===== config.mk =====
export PLATFORM = sky130hd
export DESIGN_NAME = branch_predictor
export DESIGN_NICKNAME = d
export VERILOG_FILES = /design/src/rtl/otter_bp_pkg.sv /design/src/rtl/bp_sat_counter.sv /design/src/rtl/branch_predictor.sv
export SDC_FILE = /design/constraint.sdc
export NUM_CORES = 2
export LEC_CHECK = 0
export BUFFER_PORTS_ARGS = -buffer_cell sky130_fd_sc_hd__buf_2
export CORE_UTILIZATION = 45
export CTS_CLUSTER_DIAMETER = 60
export CTS_CLUSTER_SIZE = 25
export DETAILED_ROUTE_END_ITERATION = 7
export GPL_TIMING_DRIVEN = 1
export SYNTH_ARGS = -nofsm -noshare
export SYNTH_HDL_FRONTEND = slang
export SYNTH_HIERARCHICAL = 1
export SYNTH_SLANG_ARGS = --single-unit

===== constraint.sdc =====
create_clock -name CLK -period 108.1 [get_ports CLK]
set_input_delay 10.81 -clock CLK [delete_from_list [all_inputs] [get_ports CLK]]
set_output_delay 10.81 -clock CLK [all_outputs]
set_load 0.05 [all_outputs]

===== src/rtl/otter_bp_pkg.sv =====
// Shared definitions for the OTTER dynamic branch predictor.
//
// Contents:
//   clog2        - index-width helper, usable in constant expressions
//   bp_entry_t   - one BTB/direction-table entry, packed
//   ctr_weak_t   - weakly-taken counter value for a given counter width
//   ctr_weak_nt  - weakly-not-taken counter value for a given counter width
//   CTR_WEAK_T / CTR_WEAK_NT - the above for the default 2-bit counter
//
// The entry fields are sized for the largest legal configuration: 4-bit
// counters and the tag left over by the smallest table (4 entries).
// Narrower configurations store their fields zero-extended, so one entry
// type serves every parameterisation of the predictor.
package otter_bp_pkg;

    localparam int TAG_MAX_W    = 28;  // 32 - log2(4) - 2
    localparam int CTR_MAX_W    = 4;
    localparam int CTR_BITS_DEF = 2;

    function automatic int clog2(input int n);
        int r;
        r = 0;
        for (int v = n - 1; v > 0; v = v >> 1) begin
            r = r + 1;
        end
        return r;
    endfunction

    typedef struct packed {
        logic                 valid;
        logic [TAG_MAX_W-1:0] tag;
        logic [31:0]          target;
        logic                 is_jump;
        logic [CTR_MAX_W-1:0] ctr;
    } bp_entry_t;

    function automatic logic [CTR_MAX_W-1:0] ctr_weak_t(input int bits);
        return CTR_MAX_W'(1) << (bits - 1);
    endfunction

    function automatic logic [CTR_MAX_W-1:0] ctr_weak_nt(input int bits);
        return ctr_weak_t(bits) - CTR_MAX_W'(1);
    endfunction

    localparam logic [CTR_MAX_W-1:0] CTR_WEAK_T  = ctr_weak_t(CTR_BITS_DEF);
    localparam logic [CTR_MAX_W-1:0] CTR_WEAK_NT = ctr_weak_nt(CTR_BITS_DEF);

endpackage


===== src/rtl/bp_sat_counter.sv =====
// Combinational next-value logic for a W-bit saturating up/down counter.
//
// Ports:
//   cur  in  W  current counter value
//   inc  in  1  1 = count up, 0 = count down
//   nxt  out W  next value, clamped to 0 and 2^W-1
module bp_sat_counter #(
    parameter int W = 2
) (
    input  logic [W-1:0] cur,
    input  logic         inc,
    output logic [W-1:0] nxt
);

    always_comb begin
        nxt = cur;
        if (inc) begin
            if (cur != {W{1'b1}}) nxt = cur + W'(1);
        end else begin
            if (cur != {W{1'b0}}) nxt = cur - W'(1);
        end
    end

endmodule


===== src/rtl/branch_predictor.sv =====
// Dynamic branch predictor for the OTTER fetch stage: a direct-mapped BTB
// whose entries also carry a saturating direction counter.
//
// Fetch side (combinational, zero latency):
//   IF_PC         in  32      PC being fetched
//   PRED_TAKEN    out 1       hit && (is_jump || counter MSB)
//   PRED_NEXT_PC  out 32      stored target when taken, else IF_PC+4 (wraps)
//   PRED_GHR      out HIST_W  history used for this lookup (0 in bimodal)
// Execute side (trains on the rising edge where UPD_VALID=1):
//   UPD_VALID, UPD_PC, UPD_TAKEN, UPD_TARGET, UPD_IS_JUMP, UPD_GHR
//   FLUSH         in  1       clears every valid bit; drops a same-cycle update
// Clock/reset: CLK rising edge, RST asynchronous active-high.
//
// Parameters: ENTRIES (power of two, >=4), CTR_BITS (2..4),
// MODE (0 bimodal, 1 gshare), HIST_W (<= log2(ENTRIES)).
//
// Interface contract: there is no handshake. A prediction is valid for
// IF_PC in the same cycle; an update is accepted unconditionally on the
// edge where UPD_VALID=1 and is first visible to lookups in the next cycle
// (no same-cycle bypass).
module branch_predictor
    import otter_bp_pkg::*;
#(
    parameter int ENTRIES  = 64,
    parameter int CTR_BITS = 2,
    parameter int MODE     = 0,
    parameter int HIST_W   = 6
) (
    input  logic              CLK,
    input  logic              RST,
    input  logic [31:0]       IF_PC,
    output logic              PRED_TAKEN,
    output logic [31:0]       PRED_NEXT_PC,
    output logic [HIST_W-1:0] PRED_GHR,
    input  logic              UPD_VALID,
    input  logic [31:0]       UPD_PC,
    input  logic              UPD_TAKEN,
    input  logic [31:0]       UPD_TARGET,
    input  logic              UPD_IS_JUMP,
    input  logic [HIST_W-1:0] UPD_GHR,
    input  logic              FLUSH
);

    localparam int IDX_W = clog2(ENTRIES);
    localparam int TAG_W = 32 - IDX_W - 2;

    localparam logic [CTR_MAX_W-1:0] WEAK_T  = ctr_weak_t(CTR_BITS);
    localparam logic [CTR_MAX_W-1:0] WEAK_NT = ctr_weak_nt(CTR_BITS);

    bp_entry_t          table_q [ENTRIES];
    // Kept apart from the entries so reset and FLUSH clear them in one edge.
    logic [ENTRIES-1:0] valid_q;
    logic [HIST_W-1:0]  ghr_q;

    // PC[1:0] is always zero for 4-byte instructions.
    logic unused_pc_lsbs;
    assign unused_pc_lsbs = ^{IF_PC[1:0], UPD_PC[1:0]};

    // ---------------- lookup ----------------
    logic [IDX_W-1:0] idx_l;
    logic [TAG_W-1:0] tag_l;
    bp_entry_t        e_l;
    logic             hit_l;

    // ghr_q is held at zero in bimodal mode, so the XOR is a no-op there.
    assign idx_l = IF_PC[IDX_W+1:2] ^ IDX_W'(ghr_q);
    assign tag_l = IF_PC[31:IDX_W+2];
    assign e_l   = table_q[idx_l];
    assign hit_l = valid_q[idx_l] && e_l.valid && (e_l.tag == TAG_MAX_W'(tag_l));

    // Stored counters never exceed 2^CTR_BITS-1, so ">= weakly taken" is the MSB test.
    assign PRED_TAKEN   = hit_l && (e_l.is_jump || (e_l.ctr >= WEAK_T));
    assign PRED_NEXT_PC = PRED_TAKEN ? e_l.target : (IF_PC + 32'd4);
    assign PRED_GHR     = ghr_q;

    // ---------------- update ----------------
    logic [IDX_W-1:0]    idx_u;
    logic [TAG_W-1:0]    tag_u;
    logic                hit_u;
    logic [CTR_BITS-1:0] ctr_cur;
    logic [CTR_BITS-1:0] ctr_nxt;

    assign idx_u   = UPD_PC[IDX_W+1:2] ^ ((MODE == 1) ? IDX_W'(UPD_GHR) : IDX_W'(0));
    assign tag_u   = UPD_PC[31:IDX_W+2];
    assign hit_u   = valid_q[idx_u] && table_q[idx_u].valid
                     && (table_q[idx_u].tag == TAG_MAX_W'(tag_u));
    assign ctr_cur = table_q[idx_u].ctr[CTR_BITS-1:0];

    bp_sat_counter #(.W(CTR_BITS)) u_ctr (
        .cur (ctr_cur),
        .inc (UPD_TAKEN),
        .nxt (ctr_nxt)
    );

    always_ff @(posedge CLK or posedge RST) begin
        if (RST) begin
            valid_q <= '0;
            ghr_q   <= '0;
            for (int i = 0; i < ENTRIES; i++) begin
                table_q[i] <= '{valid: 1'b0, tag: '0, target: '0,
                                is_jump: 1'b0, ctr: WEAK_NT};
            end
        end else if (FLUSH) begin
            // Counters and history survive a flush; only the valid bits go.
            valid_q <= '0;
        end else if (UPD_VALID) begin
            if (hit_u) begin
                table_q[idx_u].ctr     <= CTR_MAX_W'(ctr_nxt);
                table_q[idx_u].is_jump <= UPD_IS_JUMP;
                if (UPD_TAKEN) table_q[idx_u].target <= UPD_TARGET;
            end else if (UPD_TAKEN) begin
                // Allocation overwrites whatever aliased into this slot.
                table_q[idx_u] <= '{valid: 1'b1, tag: TAG_MAX_W'(tag_u),
                                    target: UPD_TARGET, is_jump: UPD_IS_JUMP,
                                    ctr: WEAK_T};
                valid_q[idx_u] <= 1'b1;
            end
            // Non-speculative history: only resolved conditional branches shift.
            if ((MODE == 1) && !UPD_IS_JUMP) begin
                ghr_q <= (ghr_q << 1) | HIST_W'(UPD_TAKEN);
            end
        end
    end

endmodule


==> summary.txt <==
Setup path
  • R2R setup slack: 102.13 ns
  • Slowest CP cell: nor2_1
  • Crit end category: output port
  • Worst Setup SP: IF_PC[2]
  • Worst-path fanout max: 7
  • Max incr delay on CP: 0.52 ns
  • Critical path data required time: 97.29 ns
  • Critical Path, Cell by Cell: buf_2 -> ha_1 -> and3_1 -> nand3_1 -> nor2_1 -> nand3_1 -> nor2_1 -> nand4_1 -> xor2_1 -> o21ai_0 -> buf_2
  • Worst r2r src: table_q[579]
  • Worst setup path category: input pin to output port
  • Cell family with most CP delay: simple AND/OR/NAND/NOR gates
  • Crit start category: input pin
  • Worst EP arrival: 13.10 ns
  • Critical path buffer and inverter count: 2

Pwr
  • Worst VDD drop: 0.0000176 V
  • Pwr Total: 1.42 mW
  • Leak pwr: 43.6 nW
  • Total power divided by cell area: 15.4 nW/um^2

Place
  • Cell Area, Placed: 87300 sq um
  • DP HPWL: 171000 microns
  • Placed cells: 8429
  • Gpl congestion: 0.912
  • Port bufs: 132
  • Dpl ws: 84.15 ns

CTS
  • H-tree depth: 4
  • Sink Count: 1827
  • Insertion delay to the later sink of the worst-skew pair: 0.85 ns
  • CTS buffer count: 137
  • CTS root buf: clkbuf_16
  • Post-CTS Setup Inserts: 0
  • Post-cts hold buffer count: 0
  • Worst-path clk slew: 0.08 ns
  • Post-CTS sizing: 0
  • TritonCTS clock tree: yes
  • Clock buffer depth: 3

Detailed routing
  • Via count: 56.6k
  • WL final: 289000 microns
  • Post-route DRC: 52
  • Initial DRC Count: 6212
  • Post-route ant nets: 0
  • Wire per inst: 33.3 microns
  • Drt via density: 6.52
  • First-pass DRT Iterations: 8

Yosys
  • Sequential share of the synthesized area: 53.7%
  • Yosys cell types: 80
  • Synthesized cell area: 85300 sq um
  • Combinational family with the most area after synthesis: multiplexers
  • Area share of and/or/nand/nor cells after synthesis: 4.14%
  • Synth cell count leaders: dfrtp_1, mux2_2, clkbuf_1
  • Top_reg_cell synth: dfrtp_1
  • Top area cells in the synthesized netlist: dfrtp_1, mux2_2, mux4_2
  • Fraction of synthesized area in multiplexers: 28.8%
  • Post-synth EDFFs: 0
  • Count leader, synth: dfrtp_1
  • Yosys top cell by area: dfrtp_1
  • Syn Inst Count: 6263
  • FFs w/ async S/R, synth: 100%
  • Synth Area in Adders: 0.0411%
  • Xor and xnor area share after synthesis: 0.750%
  • Synthesized area per cell: 13.6 sq um
  • YS warnings: 18
  • Yosys top cell area share: 51.7%
  • Seq cells post-synth: 1827
  • Compound-Gate Fraction of Synth Area: 8.36%

Run status
  • Status: finished with violations
  • Failing checks: DRC

Global routing
  • GRT Residual Overflow: 0
  • GRT Overall Usage: 30.1%
  • Largest net degree at the start of global routing: 185
  • Vias in the first global route: 56.4k
  • Global-route wire length before repair: 418000 microns
  • Initial antenna violation count: 19

Die
  • Die ar.: 191000 sq um
  • Die span in x: 437 microns
  • Site Rows: 159
  • Die height: 437 microns
  • Core area: 188000 sq um
  • IO Count: 147
  • Initial core utilization: 45.4%

Hold path
  • Hold_sp: table_q[3101]
  • Hold Path Class: flip-flop to flip-flop

STA
  • Final min period: 23.91 ns
  • Final Hold Vio Count: 0
  • Worst-Margin Slew: 1.26 ns
  • Worst hold slack: 0.471 ns
  • Final setup fails: 0
  • Final slew viol count: 0
  • RSZ-0062 raised after global routing: false
  • Maximum clock rate: 41.8 MHz
  • Post-route setup slack: 84.19 ns
  • Layout Skew: 0.0518 ns
  • Final Cycle Share: 22.1%
  • Relative slew margins: 15.8%
  • Setup TNS: 0 ns

Finish
  • Area grow syn2layout: 7.93%
  • Finished Core Util: 48.9%
  • Share of cells above drive strength 1: 39.5%
  • Final std cells w/o fill: 8688
  • Final Cell Area: 92000 sq um
  • Layout net count: 6182
  • # fillers: 16.3k

Run
  • Max Cap Viol: 0
-- cell type report --
cell class,instances,area [sq um],area share (%)
well taps,2495,3120,3.39
flip-flops and latches,1827,45800,49.8
repair buffers,310,2100,2.28
clock inverters,82,878,0.955
inverters,14,66.3,0.0721
diodes,7,17.5,0.0190
multi-input cells,3783,36200,39.4
clock buffers,170,3820,4.15
-- layer usage --
| layer | part of all wire (%) | vias up | GRT usage, % | wire length (microns) |
|---|---|---|---|---|
| met5 | 0.035 | - | 0 | 102 |
| met4 | 4.5 | 14 | 12.4 | 12900 |
| met3 | 8.3 | 550 | 6.15 | 24000 |
| met2 | 45 | 2579 | 46.2 | 130000 |
| met1 | 42 | 30575 | 41.7 | 122000 |
| li1 | - | 22902 | - | - |
-- flip-flops by register name, indices dropped and copies added, names as in the netlist --
signal   count
table_q   1763
valid_q     64
-- cells by family after synthesis --
| group | count (synthesis) |
|---|---|
| flip-flops | 1827 |
| buffers and inverters | 658 |
| XOR/XNOR | 73 |
| AO/OA/AOI/OAI | 987 |
| AND/OR/NAND/NOR | 670 |
| multiplexers | 2044 |
| other | 1 |
| adder cells (fa/ha/maj) | 3 |
-- path summary, 6_finish.rpt --
| path | to | depth (start not counted) |
|---|---|---|
| worst max-delay path | PRED_NEXT_PC[30] | 11 |
| worst min register to register | table_q[3101] | 1 |
| worst max register to register | table_q[4132] | 11 |
| worst min-delay path | table_q[3101] | 1 |
| max in group asynchronous | table_q[2227] | 6 |
| min in group asynchronous | table_q[5] | 2 |
-- where the power goes --
group | leakage, nW | switching [mW] | internal (mW)
registers | 24.9 | 0.0161 | 0.715
logic | 16.4 | 0.0884 | 0.0492
clock network | 2.29 | 0.280 | 0.273
-- placed cells by master, fill, tap and decap left out, drive strengths merged, types with 86 or more instances in the layout --
cell type,synthesis,routed
o22ai,93,93
nand2,160,160
mux2i,232,232
a22o,96,96
clkbuf,305,170
buf,339,310
nand3,86,86
a21oi,190,190
a221oi,161,161
mux4,157,157
nor2,171,171
dfrtp,1763,1763
mux2,1655,1655
a22oi,144,144
-- worst reg2reg max path, delay by kind of cell, from the launching register on --
kind                      cells  cell delay, ns
buffers and inverters         1            0.63
DFF                           1            0.38
muxes                         1            0.48
AOI/OAI and AO/OA             3            1.51
xor gates and xnor gates      1            0.53
and+or+nand+nor               5            2.30
Note: power is estimated with default switching activity, not from simulation.
